File: src/rtl/pipe_stream_pkg.sv
// -----------------------------------------------------------------------------
// pipe_stream_pkg
// Shared definitions for the pipe column stream generator:
//   - pipe_state_e : column-sequencer states (empty run / pipe run)
//   - LFSR_TAPS    : Galois feedback mask for x^8+x^6+x^5+x^4+1 (right shift)
//   - gap_mask     : builds a column with a hole of 'gap' rows starting at 'off'
//   - mod_u8       : single-cycle remainder of an 8-bit value by a 6-bit divisor
// -----------------------------------------------------------------------------
package pipe_stream_pkg;

  typedef enum logic [0:0] {
    S_SPACE = 1'b0,
    S_PIPE  = 1'b1
  } pipe_state_e;

  localparam logic [7:0] LFSR_TAPS = 8'hB8;
  localparam int         MAX_ROWS  = 32;

  // Column of pipe pixels (1) with rows off .. off+gap-1 cleared to form the gap.
  // Always MAX_ROWS wide; callers truncate to their own display height.
  function automatic logic [MAX_ROWS-1:0] gap_mask(input logic [5:0] off,
                                                   input logic [5:0] gap);
    logic [MAX_ROWS-1:0] m;
    logic [6:0]          hi;
    hi = {1'b0, off} + {1'b0, gap};
    for (int r = 0; r < MAX_ROWS; r++) begin
      if ((7'(r) >= {1'b0, off}) && (7'(r) < hi)) begin
        m[r] = 1'b0;
      end else begin
        m[r] = 1'b1;
      end
    end
    return m;
  endfunction

  // Restoring long division, one compare-subtract per dividend bit.
  // The partial remainder stays below div (<= 32) before each shift, so 7 bits suffice.
  function automatic logic [5:0] mod_u8(input logic [7:0] val,
                                        input logic [5:0] div);
    logic [6:0] rem;
    rem = 7'd0;
    for (int i = 7; i >= 0; i--) begin
      rem = {rem[5:0], val[i]};
      if (rem >= {1'b0, div}) begin
        rem = rem - {1'b0, div};
      end else begin
        rem = rem;
      end
    end
    return rem[5:0];
  endfunction

endpackage

File: src/rtl/lfsr8.sv
// -----------------------------------------------------------------------------
// lfsr8
// Free-running 8-bit Galois LFSR, polynomial x^8+x^6+x^5+x^4+1, shifting right.
// Ports:
//   clk    in   system clock
//   rst_n  in   asynchronous active-low reset, loads SEED
//   value  out  current LFSR state (registered)
// -----------------------------------------------------------------------------
module lfsr8
  import pipe_stream_pkg::*;
#(
  parameter logic [7:0] SEED = 8'hA5
) (
  input  logic       clk,
  input  logic       rst_n,
  output logic [7:0] value
);

  // Advance the LFSR on every clock edge out of reset; feedback from the LSB.
  always_ff @(posedge clk or negedge rst_n) begin
    if (!rst_n) begin
      value <= SEED;
    end else begin
      value <= {1'b0, value[7:1]} ^ (value[0] ? LFSR_TAPS : 8'h00);
    end
  end

endmodule

File: src/rtl/pipe_stream_gen.sv
// -----------------------------------------------------------------------------
// pipe_stream_gen
// Streams display columns for the scrolling obstacle field: SPACING empty
// columns, then PIPE_WIDTH identical pipe columns carrying one gap at a
// pseudo-random height. Output is a registered valid/ready slice.
// Ports:
//   clk            in   system clock
//   rst_n          in   asynchronous active-low reset
//   enable         in   permits loading new beats (low = pause)
//   hard_mode      in   1: gap GAP_MIN, 0: gap GAP_MAX (sampled at pipe start)
//   col_ready      in   consumer accepts the current beat
//   col_valid      out  column holds a valid beat
//   column         out  ROWS-bit column, 1 = pipe pixel
//   pipe_start     out  current beat is the first column of a pipe
//   pipes_emitted  out  pipes started, saturating at 16'hFFFF
// -----------------------------------------------------------------------------
module pipe_stream_gen
  import pipe_stream_pkg::*;
#(
  parameter int         ROWS       = 16,
  parameter int         PIPE_WIDTH = 2,
  parameter int         SPACING    = 3,
  parameter int         GAP_MIN    = 3,
  parameter int         GAP_MAX    = 6,
  parameter logic [7:0] LFSR_SEED  = 8'hA5
) (
  input  logic            clk,
  input  logic            rst_n,
  input  logic            enable,
  input  logic            hard_mode,
  input  logic            col_ready,
  output logic            col_valid,
  output logic [ROWS-1:0] column,
  output logic            pipe_start,
  output logic [15:0]     pipes_emitted
);

  localparam int CNT_MAX = (PIPE_WIDTH > SPACING) ? PIPE_WIDTH : SPACING;
  localparam int CNT_W   = $clog2(CNT_MAX + 1);

  localparam logic [CNT_W-1:0] SPACE_LAST = CNT_W'(SPACING - 1);
  localparam logic [CNT_W-1:0] PIPE_LAST  = CNT_W'(PIPE_WIDTH - 1);
  localparam logic [CNT_W-1:0] CNT_ZERO   = CNT_W'(0);
  localparam logic [CNT_W-1:0] CNT_ONE    = CNT_W'(1);
  localparam logic [5:0]       GAP_MIN_V  = 6'(GAP_MIN);
  localparam logic [5:0]       GAP_MAX_V  = 6'(GAP_MAX);
  localparam logic [5:0]       ROWS_P1    = 6'(ROWS + 1);

  pipe_state_e      state_r;
  logic [CNT_W-1:0] cnt_r;
  logic [ROWS-1:0]  mask_r;
  logic [7:0]       lfsr_s;
  logic             load_s;
  logic [5:0]       gap_s;
  logic [5:0]       range_s;
  logic [5:0]       off_s;
  logic [ROWS-1:0]  mask_s;

  lfsr8 #(
    .SEED (LFSR_SEED)
  ) u_lfsr (
    .clk   (clk),
    .rst_n (rst_n),
    .value (lfsr_s)
  );

  // A new beat may be written when the slot is empty or is being drained this cycle.
  assign load_s = enable && (!col_valid || col_ready);

  // Gap placement for a pipe starting this cycle: off is uniform-ish over
  // 0 .. ROWS-gap so the whole gap always fits on the display.
  always_comb begin
    gap_s   = hard_mode ? GAP_MIN_V : GAP_MAX_V;
    range_s = ROWS_P1 - gap_s;
    off_s   = mod_u8(lfsr_s, range_s);
    mask_s  = ROWS'(gap_mask(off_s, gap_s));
  end

  // Column sequencer and output slice; the FSM only moves when a beat is loaded,
  // so a stalled or paused stream resumes exactly where it stopped.
  always_ff @(posedge clk or negedge rst_n) begin
    if (!rst_n) begin
      col_valid     <= 1'b0;
      column        <= '0;
      pipe_start    <= 1'b0;
      pipes_emitted <= 16'd0;
      state_r       <= S_SPACE;
      cnt_r         <= CNT_ZERO;
      mask_r        <= '1;
    end else if (load_s) begin
      col_valid <= 1'b1;
      case (state_r)
        S_SPACE: begin
          column     <= '0;
          pipe_start <= 1'b0;
          if (cnt_r == SPACE_LAST) begin
            cnt_r   <= CNT_ZERO;
            state_r <= S_PIPE;
          end else begin
            cnt_r <= cnt_r + CNT_ONE;
          end
        end
        S_PIPE: begin
          if (cnt_r == CNT_ZERO) begin
            column     <= mask_s;
            mask_r     <= mask_s;
            pipe_start <= 1'b1;
            if (pipes_emitted != 16'hFFFF) begin
              pipes_emitted <= pipes_emitted + 16'd1;
            end else begin
              pipes_emitted <= pipes_emitted;
            end
          end else begin
            column     <= mask_r;
            pipe_start <= 1'b0;
          end
          if (cnt_r == PIPE_LAST) begin
            cnt_r   <= CNT_ZERO;
            state_r <= S_SPACE;
          end else begin
            cnt_r <= cnt_r + CNT_ONE;
          end
        end
        default: begin
          state_r <= S_SPACE;
          cnt_r   <= CNT_ZERO;
        end
      endcase
    end else if (col_valid && col_ready) begin
      col_valid <= 1'b0;
    end else begin
      col_valid <= col_valid;
    end
  end

endmodule
File: config.mk
export PLATFORM = sky130hd
export DESIGN_NAME = pipe_stream_gen
export DESIGN_NICKNAME = d
export VERILOG_FILES = /design/src/rtl/pipe_stream_pkg.sv /design/src/rtl/lfsr8.sv /design/src/rtl/pipe_stream_gen.sv
export SDC_FILE = /design/constraint.sdc
export NUM_CORES = 1
export LEC_CHECK = 0
export ABC_CLOCK_PERIOD_IN_PS = 12740
export CAP_MARGIN = 0
export CORE_MARGIN = 3
export CORE_UTILIZATION = 59
export DETAILED_ROUTE_END_ITERATION = 8
export GPL_ROUTABILITY_DRIVEN = 0
export HOLD_SLACK_MARGIN = 0.08
export PLACE_DENSITY = 0.92
export SYNTH_ARGS = -nofsm -noshare
export SYNTH_HDL_FRONTEND = slang
export SYNTH_SLANG_ARGS = --single-unit
File: constraint.sdc
create_clock -name clk -period 12.74 [get_ports clk]
set_clock_uncertainty 0.2 [all_clocks]
set_input_delay 1.274 -clock clk [delete_from_list [all_inputs] [get_ports clk]]
set_output_delay 1.274 -clock clk [all_outputs]
set_load 0.05 [all_outputs]
* Word-level counts from Yosys, hierarchy flattened
Index checks and enable logic that the tools add are counted.
** Word-level totals
- Flip-flop bits (word level) :: 61
** Operators by class
- Add/sub/neg operators :: 12
- $lt $le $gt $ge :: 40
- Eq/ne operators :: 3
- Multiplexer cells :: 38
- Bitwise operators :: 2
- Reductions and logical operators :: 24
** Operators with widths (count)
- less-than comparator 4 x 7 -> 1 bit (first input constant) :: 8
- >= comparator 7 x 6 -> 1 bit :: 7
- >= comparator 4 x 6 -> 1 bit (first input constant) :: 8
- 2-to-1 mux 6 bit :: 8
- subtractor 6 bit :: 7
- one-hot mux 16 bit (2 select lines) :: 1
- less-than comparator 3 x 7 -> 1 bit (first input constant) :: 4
- >= comparator 3 x 6 -> 1 bit (first input constant) :: 4
- 2-to-1 mux 1 bit :: 21
- logical AND 1 bit :: 18
- adder 16 x 1 -> 16 bit (second input constant) :: 1
- 2-to-1 mux 16 bit :: 1
- != test 16 bit (second input constant) :: 1
- less-than comparator 1 x 7 -> 1 bit (first input constant) :: 2
- less-than comparator 2 x 7 -> 1 bit (first input constant) :: 2
- >= comparator 1 x 6 -> 1 bit (first input constant) :: 2
- >= comparator 2 x 6 -> 1 bit (first input constant) :: 2
- 2-to-1 mux 8 bit :: 1
- bitwise XOR 7 x 8 -> 8 bit :: 1
- adder 6 x 3 -> 7 bit :: 1
- >= comparator 1 x 6 -> 1 bit :: 1
- subtractor 1 x 6 -> 6 bit :: 1
- subtractor 5 x 3 -> 6 bit (first input constant) :: 1
- 2-to-1 mux 2 bit :: 2
- 13 further kinds :: 14

* Logic depth before layout (Yosys ltp)
Gate-level depths: netlist (run 1).
- Word-level depth :: 24
- Depth in mapped cells :: 47

* By module
From an unflattened synthesis (run 1), not the netlist that was laid out.
** Second synthesis, totals
- Cell total of the unflattened synthesis :: 570
- Area, all modules :: 4923.5 µm²
** Modules (own cells, without submodules)
- pipe_stream_gen :: instances 1, cells each 559, area an instance 4692.0 µm², sequential area each 1346.3 µm²
- lfsr8 :: instances 1, cells each 11, area an instance 231.5 µm², sequential area each 205.2 µm²

* Worst setup path before layout (run 1)
OpenSTA, ideal clock, no wires.
- Path kind :: input to register
- Start :: in hard_mode
- End :: reg mask_r[13]
- Library setup time :: 0.086 ns
- Arrival time :: 10.983 ns
- Setup slack :: 1.470 ns
- Stages :: 43
- Buffers on the path :: 3
- Cell sequence :: inv_1 ha_1 buf_4 a31o_2 ha_1 buf_2 o22ai_1 inv_1 ha_1 inv_1 a2111oi_2 o21ai_1 nand2_1 mux2i_1 inv_1 ha_1 clkbuf_1 a31oi_1 [7 not listed] o21ai_0 o41ai_2 a21oi_1 mux2_2 ha_1 o21ai_0 a2111oi_0 nor3_1 o211ai_1 mux2i_1 inv_1 ha_1 or2_2 o41ai_2 a211oi_2 o211ai_4 nand2_2 o41a_1
** Between the ends
- Word-level cells in the longest chain between the ends :: 23
- Elaborated cells on any way between the ends :: 32
- Those cells by class :: add/sub (10); order compare (10); mux (11); reduce/logical (1)
** RTL lines
- start: declaration :: RTL line pipe_stream_gen.sv:30 : input logic hard_mode,
- 2-to-1 mux 3 bit (*) :: RTL line pipe_stream_gen.sv:73 : gap_s = hard_mode ? GAP_MIN_V : GAP_MAX_V;
- subtractor 5 x 3 -> 6 bit :: RTL line pipe_stream_gen.sv:74 : range_s = ROWS_P1 - gap_s;
- subtractor 1 x 6 -> 6 bit or >= comparator 1 x 6 -> 1 bit (tied branches) :: RTL line pipe_stream_pkg.sv:45, pipe_stream_pkg.sv:44
- 2-to-1 mux 6 bit :: RTL line pipe_stream_pkg.sv:44 : if (rem >= {1'b0, div}) begin
- subtractor 6 bit or >= comparator 7 x 6 -> 1 bit (tied branches) :: RTL line pipe_stream_pkg.sv:45, pipe_stream_pkg.sv:44
- 2-to-1 mux 6 bit :: RTL line pipe_stream_pkg.sv:44
- subtractor 6 bit or >= comparator 7 x 6 -> 1 bit (tied branches) :: RTL line pipe_stream_pkg.sv:45, pipe_stream_pkg.sv:44
- 2-to-1 mux 6 bit :: RTL line pipe_stream_pkg.sv:44
- [7 not listed]
- 2-to-1 mux 6 bit :: RTL line pipe_stream_pkg.sv:44
- subtractor 6 bit or >= comparator 7 x 6 -> 1 bit (tied branches) :: RTL line pipe_stream_pkg.sv:45, pipe_stream_pkg.sv:44
- 2-to-1 mux 6 bit :: RTL line pipe_stream_pkg.sv:44
- adder 6 x 3 -> 7 bit :: RTL line pipe_stream_pkg.sv:25 : hi = {1'b0, off} + {1'b0, gap};
- less-than comparator 4 x 7 -> 1 bit :: RTL line pipe_stream_pkg.sv:27 : if ((7'(r) >= {1'b0, off}) && (7'(r) < hi)) begin
- logical AND 1 bit (*) :: RTL line pipe_stream_pkg.sv:27
- 2-to-1 mux 1 bit (*) :: RTL line pipe_stream_pkg.sv:27
- 2-to-1 mux 16 bit (*)
- end signal: assignment :: RTL line pipe_stream_gen.sv:106 : mask_r <= mask_s;
- end: declaration :: RTL line pipe_stream_gen.sv:51 : logic [ROWS-1:0] mask_r;
Every way passes the cells marked *; elsewhere a longest branch is shown, timed or not.
A chain may end at the register's enable or synchronous reset.

* Worst setup path after layout (run 1)
Ends and elaborated chain as after synthesis.

==> results of run 1 <==
==> worst max-delay path by stage <==
stage                          from                      to  cells past startpoint
after floorplan           hard_mode  mask_r[13]$_DFFE_PN1P_                     43
after global placement    hard_mode  mask_r[13]$_DFFE_PN1P_                     41
after detailed placement  hard_mode  mask_r[13]$_DFFE_PN1P_                     42
after CTS                 hard_mode  mask_r[13]$_DFFE_PN1P_                     42
after global routing      hard_mode   column[1]$_DFFE_PN0P_                     43
final                     hard_mode  mask_r[13]$_DFFE_PN1P_                     42
==> repair_timing <==
action	in CTS	in global routing
gates resized for setup	1	8
cloned	0	1
setup buffers	0	7
pin swaps	0	2
setup endpoints to repair	1	30
==> synthesized netlist by cell type, types with 5 or more instances <==
cell / count / area (sq um)
sky130_fd_sc_hd__nor3_1: 10 / 50.1
sky130_fd_sc_hd__o21ai_0: 29 / 145
sky130_fd_sc_hd__xnor2_1: 15 / 131
sky130_fd_sc_hd__and2_1: 6 / 37.5
sky130_fd_sc_hd__o22a_1: 6 / 52.6
sky130_fd_sc_hd__a211oi_1: 5 / 37.5
sky130_fd_sc_hd__a21o_1: 6 / 45.0
sky130_fd_sc_hd__o211ai_1: 11 / 82.6
sky130_fd_sc_hd__ha_1: 20 / 250
sky130_fd_sc_hd__nand4_1: 7 / 43.8
sky130_fd_sc_hd__and3_1: 8 / 50.1
sky130_fd_sc_hd__or2_2: 10 / 62.6
sky130_fd_sc_hd__o311ai_1: 6 / 52.6
sky130_fd_sc_hd__inv_1: 24 / 90.1
sky130_fd_sc_hd__a21oi_1: 23 / 115
sky130_fd_sc_hd__nand2_1: 55 / 206
sky130_fd_sc_hd__a31oi_1: 11 / 68.8
sky130_fd_sc_hd__o22ai_1: 5 / 31.3
sky130_fd_sc_hd__a211o_1: 6 / 52.6
sky130_fd_sc_hd__dfrtp_1: 41 / 1030
sky130_fd_sc_hd__xor2_1: 15 / 131
sky130_fd_sc_hd__nand3_1: 9 / 45.0
sky130_fd_sc_hd__nor2b_1: 6 / 37.5
sky130_fd_sc_hd__o21ai_1: 7 / 35.0
sky130_fd_sc_hd__nor2_1: 38 / 143
sky130_fd_sc_hd__clkbuf_1: 11 / 41.3
sky130_fd_sc_hd__nand2b_1: 5 / 31.3
sky130_fd_sc_hd__dfstp_2: 20 / 526
==> final cells by class <==
type                    count  area [sq um]  share of cell area
clock buffers              12           155              0.0291
clock inverters             4          22.5             0.00423
repair buffers             49           458              0.0859
well taps                  99           124              0.0232
multi-input cells         413          2930               0.549
inverters                  24          90.1              0.0169
flip-flops and latches     61          1550               0.291
==> worst register-to-register path, delay by kind of cell (launching register included) <==
kind	cells	cell delay (ps)
AND/OR/NAND/NOR	7	1200
AO/OA/AOI/OAI	18	4800
multiplexers	4	1530
buffers and inverters	4	470
adder cells (fa/ha/maj)	7	2530
flip-flops	1	460
==> flip-flops by register name (all words and copies together) (netlist names) <==
signal,flops
u_lfsr.value,8
cnt_r,2
mask_r,16
pipes_emitted,16
state_r,1
column,16
col_valid,1
pipe_start,1
==> kinds of logic (layout without fill, tap and decap cells) <==
| group | after synthesis | after routing |
|---|---|---|
| xor+xnor | 31 | 31 |
| mux | 9 | 9 |
| simple gates | 182 | 182 |
| flops | 61 | 61 |
| fa+ha+maj | 20 | 20 |
| compound gates | 170 | 171 |
| buf+inv | 41 | 89 |
==> stage by stage <==
step	setup slack (ps)	instances
detailed placement	-383	638
global route	-221	662
CTS	49.8	654
global placement	364	638
finish	395	662
floorplan	1470	514
==> report_power, final <==
group / switching (uW) / internal [uW] / leakage (uW)
Clock: 74.8 / 80.2 / 0.0000921
Sequential: 42.1 / 262 / 0.000748
Combinational: 214 / 113 / 0.00145
==> routing by layer <==
layer / global-route usage / routed length (um) / share of wire / vias up
met3: 0.0353 / 1020 / 0.082 / 58
met1: 0.362 / 5110 / 0.41 / 2143
met4: 0.0878 / 408 / 0.033 / 0
li1: - / - / - / 2026
met2: 0.452 / 5910 / 0.47 / 286
met5: 0 / 0 / 0 / -
==> report_table.html, run 1 <==
<table>
<tr><th>Metric</th><th>Value</th></tr>
<tr><th colspan="2">Clocking</th></tr>
<tr><td>TritonCTS Buffers</td><td>9</td></tr>
<tr><td>Clock slew seen by the registers of the worst setup and hold paths</td><td>70 ps</td></tr>
<tr><td>Clock insertion delay at the later pin of the skew report</td><td>approximately 330 ps</td></tr>
<tr><td>Quantity of hold-fixing buffers added after cts</td><td>0</td></tr>
<tr><td>Number of sinks driven by the clock tree</td><td>61</td></tr>
<tr><td>Maximum clock path buffer count</td><td>2</td></tr>
<tr><td>TritonCTS clock tree</td><td>yes</td></tr>
<tr><td>Cell chosen for the clock root</td><td>sky130_fd_sc_hd__clkbuf_8</td></tr>
<tr><td>CTS H-tree depth</td><td>3</td></tr>
<tr><th colspan="2">Power</th></tr>
<tr><td>Power per cell area</td><td>148 nW/um^2</td></tr>
<tr><td>Leakage power total</td><td>0.00229 uW</td></tr>
<tr><td>Overall power</td><td>786 uW</td></tr>
<tr><td>VDD IR max</td><td>0.149 mV</td></tr>
<tr><th colspan="2">Synthesis</th></tr>
<tr><td>Number of flops mapped to enable cells by yosys</td><td>0</td></tr>
<tr><td>Share of the yosys chip area belonging to registers</td><td>0.338</td></tr>
<tr><td>Area fraction in compound gates after synthesis</td><td>0.283</td></tr>
<tr><td>Netlist Area Pre-Place</td><td>4590 sq um</td></tr>
<tr><td>Area fraction in and, or, nand and nor cells after synthesis</td><td>0.204</td></tr>
<tr><td>Number of synthesis warnings</td><td>0</td></tr>
<tr><td>Number of cells produced by synthesis</td><td>514</td></tr>
<tr><td>Mux share of post-synthesis cell area</td><td>0.0226</td></tr>
<tr><td>Synthesized area per cell</td><td>slightly below 9 sq um</td></tr>
<tr><td>Adder-cell share of the synthesized area</td><td>0.0545</td></tr>
<tr><td>Dominant register cell in the synthesized netlist</td><td>sky130_fd_sc_hd__dfrtp_1</td></tr>
<tr><td>Nets in the synthesized netlist</td><td>539</td></tr>
<tr><td>Main combinational cell family by area after synthesis</td><td>compound AO/OA/AOI/OAI gates</td></tr>
<tr><td>Distinct cell type count of the synthesized netlist</td><td>85</td></tr>
<tr><td>Flip-flop and latch count after synthesis</td><td>61</td></tr>
<tr><td>Parity-gate share of the synthesized area counting xor and xnor cells</td><td>0.0608</td></tr>
<tr><td>Fraction of registers with async set/reset</td><td>1.00</td></tr>
<tr><th colspan="2">Setup path</th></tr>
<tr><td>RR Startpoint</td><td>u_lfsr.value[6]$_DFF_PN0_</td></tr>
<tr><td>Category of cells accounting for the largest share of critical-path delay</td><td>compound AO/OA/AOI/OAI gates</td></tr>
<tr><td>Critical path class</td><td>in2reg</td></tr>
<tr><td>CP required</td><td>~13000 ps</td></tr>
<tr><td>Critical path buffers and inverters</td><td>6</td></tr>
<tr><td>Startpoint types</td><td>primary input</td></tr>
<tr><td>Cell with the biggest individual delay on the critical path</td><td>sky130_fd_sc_hd__clkdlybuf4s50_1</td></tr>
<tr><td>CP peak stage delay</td><td>560 ps</td></tr>
<tr><td>Worst setup EP type</td><td>register</td></tr>
<tr><td>CP most frequent cell</td><td>sky130_fd_sc_hd__ha_1</td></tr>
<tr><td>Slack of the worst reg-to-reg path</td><td>between 1500 and 2000 ps</td></tr>
<tr><td>Data arrival time at the worst-slack endpoint</td><td>12400 ps</td></tr>
<tr><td>Destination of the worst register-to-register timing path</td><td>mask_r[13]$_DFFE_PN1P_</td></tr>
<tr><td>R2R depth</td><td>40</td></tr>
<tr><td>Critical path peak fanout</td><td>10</td></tr>
<tr><th colspan="2">STA</th></tr>
<tr><td>Number of hold-slack violations in the final timing report</td><td>0</td></tr>
<tr><td>Fin crit share</td><td>0.969</td></tr>
<tr><td>F_max</td><td>81.0 MHz</td></tr>
<tr><td>Setup violators final</td><td>0</td></tr>
<tr><td>Post-layout min period</td><td>~12000 ps</td></tr>
<tr><td>Relative max-transition margin</td><td>0.262</td></tr>
<tr><td>Worst Hold Slack</td><td>about 190 ps</td></tr>
<tr><td>Setup_tns</td><td>0 ps</td></tr>
<tr><td>Max-slew violations</td><td>0</td></tr>
<tr><td>Worst slew pin tran</td><td>1100 ps</td></tr>
<tr><th colspan="2">Floorplan</th></tr>
<tr><td>Num ports</td><td>39</td></tr>
<tr><td>Number of rows created at floorplan</td><td>31</td></tr>
<tr><td>Overall die area</td><td>8870 sq um</td></tr>
<tr><td>Effective utilization at floorplan</td><td>0.619</td></tr>
<tr><td>Die W</td><td>94.2 um</td></tr>
<tr><td>Placeable core region</td><td>7410 sq um</td></tr>
<tr><td>Die boundary height</td><td>~94 um</td></tr>
<tr><th colspan="2">Layout</th></tr>
<tr><td>Area added between synthesis and finish</td><td>16.1%</td></tr>
<tr><td>Leading cell type in the layout, fill and taps excluded</td><td>sky130_fd_sc_hd__nand2_1</td></tr>
<tr><td>Most frequent cells in the layout</td><td>55 x sky130_fd_sc_hd__nand2_1, 41 x sky130_fd_sc_hd__dfrtp_1, 37 x sky130_fd_sc_hd__nor2_1, 37 x sky130_fd_sc_hd__clkdlybuf4s50_1, 29 x sky130_fd_sc_hd__o21ai_0</td></tr>
<tr><td>Net count reported at finish</td><td>583</td></tr>
<tr><td>Share of cells above drive strength 1</td><td>0.174</td></tr>
<tr><td>Post-route cell area</td><td>5330 sq um</td></tr>
<tr><td>Filler instances</td><td>537</td></tr>
<tr><td>Diodes inserted</td><td>0</td></tr>
<tr><td>Final Util</td><td>0.719</td></tr>
<tr><th colspan="2">GRT</th></tr>
<tr><td>Largest net degree at the start of global routing</td><td>between 60 and 70</td></tr>
<tr><td>Congestion Overflow GR</td><td>0</td></tr>
<tr><td>First-pass GRT wire length</td><td>~19000 um</td></tr>
<tr><td>GR Util All Layers</td><td>0.270</td></tr>
<tr><td>Antenna violations before repair</td><td>0</td></tr>
<tr><td>Number of global-route vias before repair</td><td>4151</td></tr>
<tr><th colspan="2">Hold path</th></tr>
<tr><td>Worst hold stages</td><td>0</td></tr>
<tr><td>Hold Crit Class</td><td>reg2reg</td></tr>
<tr><td>Endpoint of the worst hold path</td><td>u_lfsr.value[0]$_DFF_PN1_</td></tr>
<tr><td>Worst Hold Launch</td><td>u_lfsr.value[1]$_DFF_PN0_</td></tr>
<tr><th colspan="2">Route</th></tr>
<tr><td>DRT antenna net count</td><td>0</td></tr>
<tr><td>Mean number of vias per cell</td><td>slightly below 7</td></tr>
<tr><td>Initial DRT Pass Iterations</td><td>5</td></tr>
<tr><td>Iteration-0 DRC Markers</td><td>442</td></tr>
<tr><td>Number of remaining DRC errors</td><td>0</td></tr>
<tr><td>Per-cell routed wire length</td><td>roughly 19 um</td></tr>
<tr><td>Total via count in the routed design</td><td>4513</td></tr>
<tr><td>Wirelength, routed</td><td>12400 um</td></tr>
<tr><th colspan="2">Placed design</th></tr>
<tr><td>Placed cell areas</td><td>5040 sq um</td></tr>
<tr><td>Port Buffer Count</td><td>38</td></tr>
<tr><td>Detailed Place HPWL</td><td>approximately 8600 um</td></tr>
<tr><th colspan="2">Outcome</th></tr>
<tr><td>Outcome</td><td>finished, final reports clean</td></tr>
<tr><th colspan="2">Flow run</th></tr>
<tr><td>Max_cap viols</td><td>0</td></tr>
</table>
No activity file was read; power rests on OpenSTA's default activity.
==> inputs of run 2 (changes only) <==
--- a/config.mk
+++ b/config.mk
@@ -5,12 +5,13 @@
 export SDC_FILE = /design/constraint.sdc
 export NUM_CORES = 1
 export LEC_CHECK = 0
-export ABC_CLOCK_PERIOD_IN_PS = 12740
+export ABC_CLOCK_PERIOD_IN_PS = 12100
 export CAP_MARGIN = 0
 export CORE_MARGIN = 3
 export CORE_UTILIZATION = 59
 export DETAILED_ROUTE_END_ITERATION = 8
 export GPL_ROUTABILITY_DRIVEN = 0
+export GPL_TIMING_DRIVEN = 0
 export HOLD_SLACK_MARGIN = 0.08
 export PLACE_DENSITY = 0.92
 export SYNTH_ARGS = -nofsm -noshare
==> constraint.sdc (replaced) <==
create_clock -name clk -period 12.1 [get_ports clk]
set_clock_uncertainty 0.2 [all_clocks]
set_input_delay 1.21 -clock clk [delete_from_list [all_inputs] [get_ports clk]]
set_output_delay 1.21 -clock clk [all_outputs]
set_load 0.05 [all_outputs]
==> report_table.html, run 2 (same netlist as run 1, synthesis figures left out) <==
<table>
<tr><th>Metric</th><th>Value</th></tr>
<tr><th colspan="2">Outcome</th></tr>
<tr><td>Outcome</td><td>finished, final reports clean</td></tr>
<tr><th colspan="2">Setup path</th></tr>
<tr><td>R2R depth</td><td>43 (+7.5%)</td></tr>
<tr><td>RR Startpoint</td><td>u_lfsr.value[6]$_DFF_PN0_</td></tr>
<tr><td>Slack of the worst reg-to-reg path</td><td>1240 ps (-270 ps)</td></tr>
<tr><td>Critical path class</td><td>in2reg</td></tr>
<tr><td>Data arrival time at the worst-slack endpoint</td><td>11730 ps (-670 ps)</td></tr>
<tr><td>Worst setup EP type</td><td>register</td></tr>
<tr><td>Capture point of the worst path</td><td>mask_r[3]$_DFFE_PN1P_</td></tr>
<tr><td>CP most frequent cell</td><td>sky130_fd_sc_hd__ha_1</td></tr>
<tr><td>Destination of the worst register-to-register timing path</td><td>mask_r[3]$_DFFE_PN1P_</td></tr>
<tr><td>Worst setup path startpoint</td><td>hard_mode</td></tr>
<tr><td>CP required</td><td>12120 ps (-670 ps)</td></tr>
<tr><td>CP peak stage delay</td><td>500 ps (-60 ps)</td></tr>
<tr><td>Startpoint types</td><td>primary input</td></tr>
<tr><td>Critical path peak fanout</td><td>10 (unchanged)</td></tr>
<tr><td>Cell with the biggest individual delay on the critical path</td><td>sky130_fd_sc_hd__a2111o_1</td></tr>
<tr><th colspan="2">Clocking</th></tr>
<tr><td>Clock slew seen by the registers of the worst setup and hold paths</td><td>70 ps (about the same)</td></tr>
<tr><td>Clock insertion delay at the later pin of the skew report</td><td>340 ps (about the same)</td></tr>
<tr><td>Maximum clock path buffer count</td><td>2 (unchanged)</td></tr>
<tr><td>CTS H-tree depth</td><td>3 (unchanged)</td></tr>
<tr><td>Cell chosen for the clock root</td><td>sky130_fd_sc_hd__clkbuf_8</td></tr>
<tr><td>TritonCTS Buffers</td><td>9 (unchanged)</td></tr>
<tr><td>Quantity of hold-fixing buffers added after cts</td><td>0 (unchanged)</td></tr>
<tr><td>Number of sinks driven by the clock tree</td><td>61 (unchanged)</td></tr>
<tr><td>TritonCTS clock tree</td><td>yes</td></tr>
<tr><th colspan="2">GRT</th></tr>
<tr><td>Largest net degree at the start of global routing</td><td>35 (-44%)</td></tr>
<tr><td>Antenna violations before repair</td><td>0 (unchanged)</td></tr>
<tr><td>First-pass GRT wire length</td><td>20100 um (+3.5%)</td></tr>
<tr><td>Congestion Overflow GR</td><td>0 (unchanged)</td></tr>
<tr><td>Number of global-route vias before repair</td><td>4267 (+2.8%)</td></tr>
<tr><td>GR Util All Layers</td><td>0.282 (+0.0119)</td></tr>
<tr><th colspan="2">Floorplan</th></tr>
<tr><td>Number of rows created at floorplan</td><td>31 (unchanged)</td></tr>
<tr><td>Placeable core region</td><td>7410 sq um (unchanged)</td></tr>
<tr><td>Die W</td><td>94.2 um (unchanged)</td></tr>
<tr><td>Overall die area</td><td>8870 sq um (unchanged)</td></tr>
<tr><td>Die boundary height</td><td>94.2 um (unchanged)</td></tr>
<tr><td>Effective utilization at floorplan</td><td>0.619 (unchanged)</td></tr>
<tr><td>Num ports</td><td>39 (unchanged)</td></tr>
<tr><th colspan="2">Layout</th></tr>
<tr><td>Filler instances</td><td>524 (-2.4%)</td></tr>
<tr><td>Top flop regs</td><td>column (16), mask_r (16), pipes_emitted (16)</td></tr>
<tr><td>Diodes inserted</td><td>0 (unchanged)</td></tr>
<tr><td>Leading cell type in the layout, fill and taps excluded</td><td>sky130_fd_sc_hd__nand2_1</td></tr>
<tr><td>Area added between synthesis and finish</td><td>19.7%</td></tr>
<tr><td>Share of cells above drive strength 1</td><td>0.189 (+0.0148)</td></tr>
<tr><td>Most frequent cells in the layout</td><td>54 x sky130_fd_sc_hd__nand2_1, 41 x sky130_fd_sc_hd__dfrtp_1, 37 x sky130_fd_sc_hd__nor2_1</td></tr>
<tr><td>Final Util</td><td>0.742 (+0.0225)</td></tr>
<tr><td>Net count reported at finish</td><td>597 (+2.4%)</td></tr>
<tr><th colspan="2">Power</th></tr>
<tr><td>Power Internal</td><td>518 uW (+14%)</td></tr>
<tr><td>Part of the total power dissipated in combinational logic</td><td>0.399 (-0.017)</td></tr>
<tr><td>Overall power</td><td>867 uW (+10%)</td></tr>
<tr><td>Fraction of power consumed by the clock network</td><td>0.233 (+0.036)</td></tr>
<tr><td>Leakage power total</td><td>0.00234 uW (+2.6%)</td></tr>
<tr><td>Proportion of power drawn by flip-flops and latches</td><td>0.367 (-0.020)</td></tr>
<tr><td>VDD IR max</td><td>0.186 mV (+25%)</td></tr>
<tr><td>Power per cell area</td><td>158 nW/um^2 (+6.9%)</td></tr>
<tr><td>Net switching power</td><td>349 uW (+5.4%)</td></tr>
<tr><td>Share of total power consumed by net switching</td><td>0.402 (-0.0185)</td></tr>
<tr><th colspan="2">Placed design</th></tr>
<tr><td>Placement-stage worst setup slack</td><td>-1480 ps (-1100 ps)</td></tr>
<tr><td>Port Buffer Count</td><td>38 (unchanged)</td></tr>
<tr><td>Detailed Place HPWL</td><td>8450 um (-1.4%)</td></tr>
<tr><th colspan="2">STA</th></tr>
<tr><td>Fin crit share</td><td>0.968</td></tr>
<tr><td>F_max</td><td>85.4 MHz</td></tr>
<tr><td>Relative max-transition margin</td><td>0.455 (+0.193)</td></tr>
<tr><td>Least setup slack across all paths after layout</td><td>384 ps (-10.7 ps)</td></tr>
<tr><td>Worst Hold Slack</td><td>198 ps (+11.9 ps)</td></tr>
<tr><td>Worst slew pin tran</td><td>812 ps (-291 ps)</td></tr>
<tr><td>Setup violators final</td><td>0 (unchanged)</td></tr>
<tr><td>Max-slew violations</td><td>0 (unchanged)</td></tr>
<tr><td>Post-layout min period</td><td>11720 ps</td></tr>
<tr><td>Number of hold-slack violations in the final timing report</td><td>0 (unchanged)</td></tr>
<tr><th colspan="2">Route</th></tr>
<tr><td>Per-cell routed wire length</td><td>17.8 um (-5.3%)</td></tr>
<tr><td>Initial DRT Pass Iterations</td><td>7 (+2)</td></tr>
<tr><td>Wirelength, routed</td><td>12000 um (-3.3%)</td></tr>
<tr><td>Total via count in the routed design</td><td>4472 (-0.91%)</td></tr>
<tr><td>Number of remaining DRC errors</td><td>0 (unchanged)</td></tr>
<tr><td>Mean number of vias per cell</td><td>6.62 (-3.0%)</td></tr>
<tr><td>DRT antenna net count</td><td>0 (unchanged)</td></tr>
<tr><td>Iteration-0 DRC Markers</td><td>323 (-27%)</td></tr>
<tr><th colspan="2">Flow run</th></tr>
<tr><td>Max_cap viols</td><td>0 (unchanged)</td></tr>
<tr><th colspan="2">Hold path</th></tr>
<tr><td>Hold Crit Class</td><td>reg2reg</td></tr>
</table>
## run 2: cell count changes in the layout (fill, tap and decap cells not counted), moves of 2 or more
cell	previous run	this run
sky130_fd_sc_hd__a31oi_1	11	9
sky130_fd_sc_hd__clkbuf_1	1	10
sky130_fd_sc_hd__buf_2	1	4
sky130_fd_sc_hd__a31oi_2	0	2
sky130_fd_sc_hd__bufinv_16	0	2
## run 2: what timing repair did
item                                    4_1_cts  5_1_grt
gates resized for setup                      13        8
endpoints found under the setup margin       32       30
pin swaps                                     3        4
setup buffers                                 4        4
## run 2: through the flow
| step | instances | area, sq um | TNS, ps |
|---|---|---|---|
| detailed placement | 652 | 5110 | -40020 |
| global placement | 651 | 5090 | -28610 |
| floorplan | 514 | 4590 | 0 |
| finish | 676 | 5500 | 0 |
| CTS | 672 | 5430 | 0 |
| global route | 676 | 5500 | -635 |
## run 2: final cells by class
cell class | instances | area (sq um) | share of cell area
repair buffers | 47 | 458 | 0.0833
flip-flops and latches | 61 | 1550 | 0.282
well taps | 99 | 124 | 0.0225
plain buffers | 17 | 80.1 | 0.0146
clock inverters | 6 | 86.3 | 0.0157
clock buffers | 10 | 138 | 0.0250
inverters | 24 | 93.8 | 0.0171
multi-input cells | 412 | 2960 | 0.539
## run 2: worst max-delay path, delay by kind of cell
kind	cells	cell delay [ps]
and+or+nand+nor	7	1250
muxes	4	1370
buffers and inverters	11	1810
AOI/OAI and AO/OA	16	3920
adders and majority gates	7	2150
## run 2: routing by layer
metal	global-route usage	wire length, um	vias to the layer above
li1	-	-	2050
met1	0.379	5060	2143
met2	0.456	5750	234
met3	0.0377	829	45
met4	0.120	396	0
met5	0	0	-
## run 2: worst min path at each step
stage                         startpoint                         to  slack (ps)  cells after the start
6_report       u_lfsr.value[1]$_DFF_PN0_  u_lfsr.value[0]$_DFF_PN1_         200                      0
5_1_grt        u_lfsr.value[1]$_DFF_PN0_  u_lfsr.value[0]$_DFF_PN1_         210                      0
4_1_cts        u_lfsr.value[1]$_DFF_PN0_  u_lfsr.value[0]$_DFF_PN1_         190                      0
3_5_place_dp   u_lfsr.value[1]$_DFF_PN0_  u_lfsr.value[0]$_DFF_PN1_         170                      0
3_3_place_gp   u_lfsr.value[1]$_DFF_PN0_  u_lfsr.value[0]$_DFF_PN1_         170                      0
2_1_floorplan  u_lfsr.value[1]$_DFF_PN0_  u_lfsr.value[0]$_DFF_PN1_         150                      0
## run 2: power groups by stage
stage | Clock [uW] | Sequential, uW | Combinational (uW)
finish | 202 | 319 | 346
global route | 214 | 325 | 366
CTS | 203 | 317 | 344
detailed placement | 0 | 319 | 340
global placement | 0 | 316 | 331
floorplan | 0 | 424 | 121
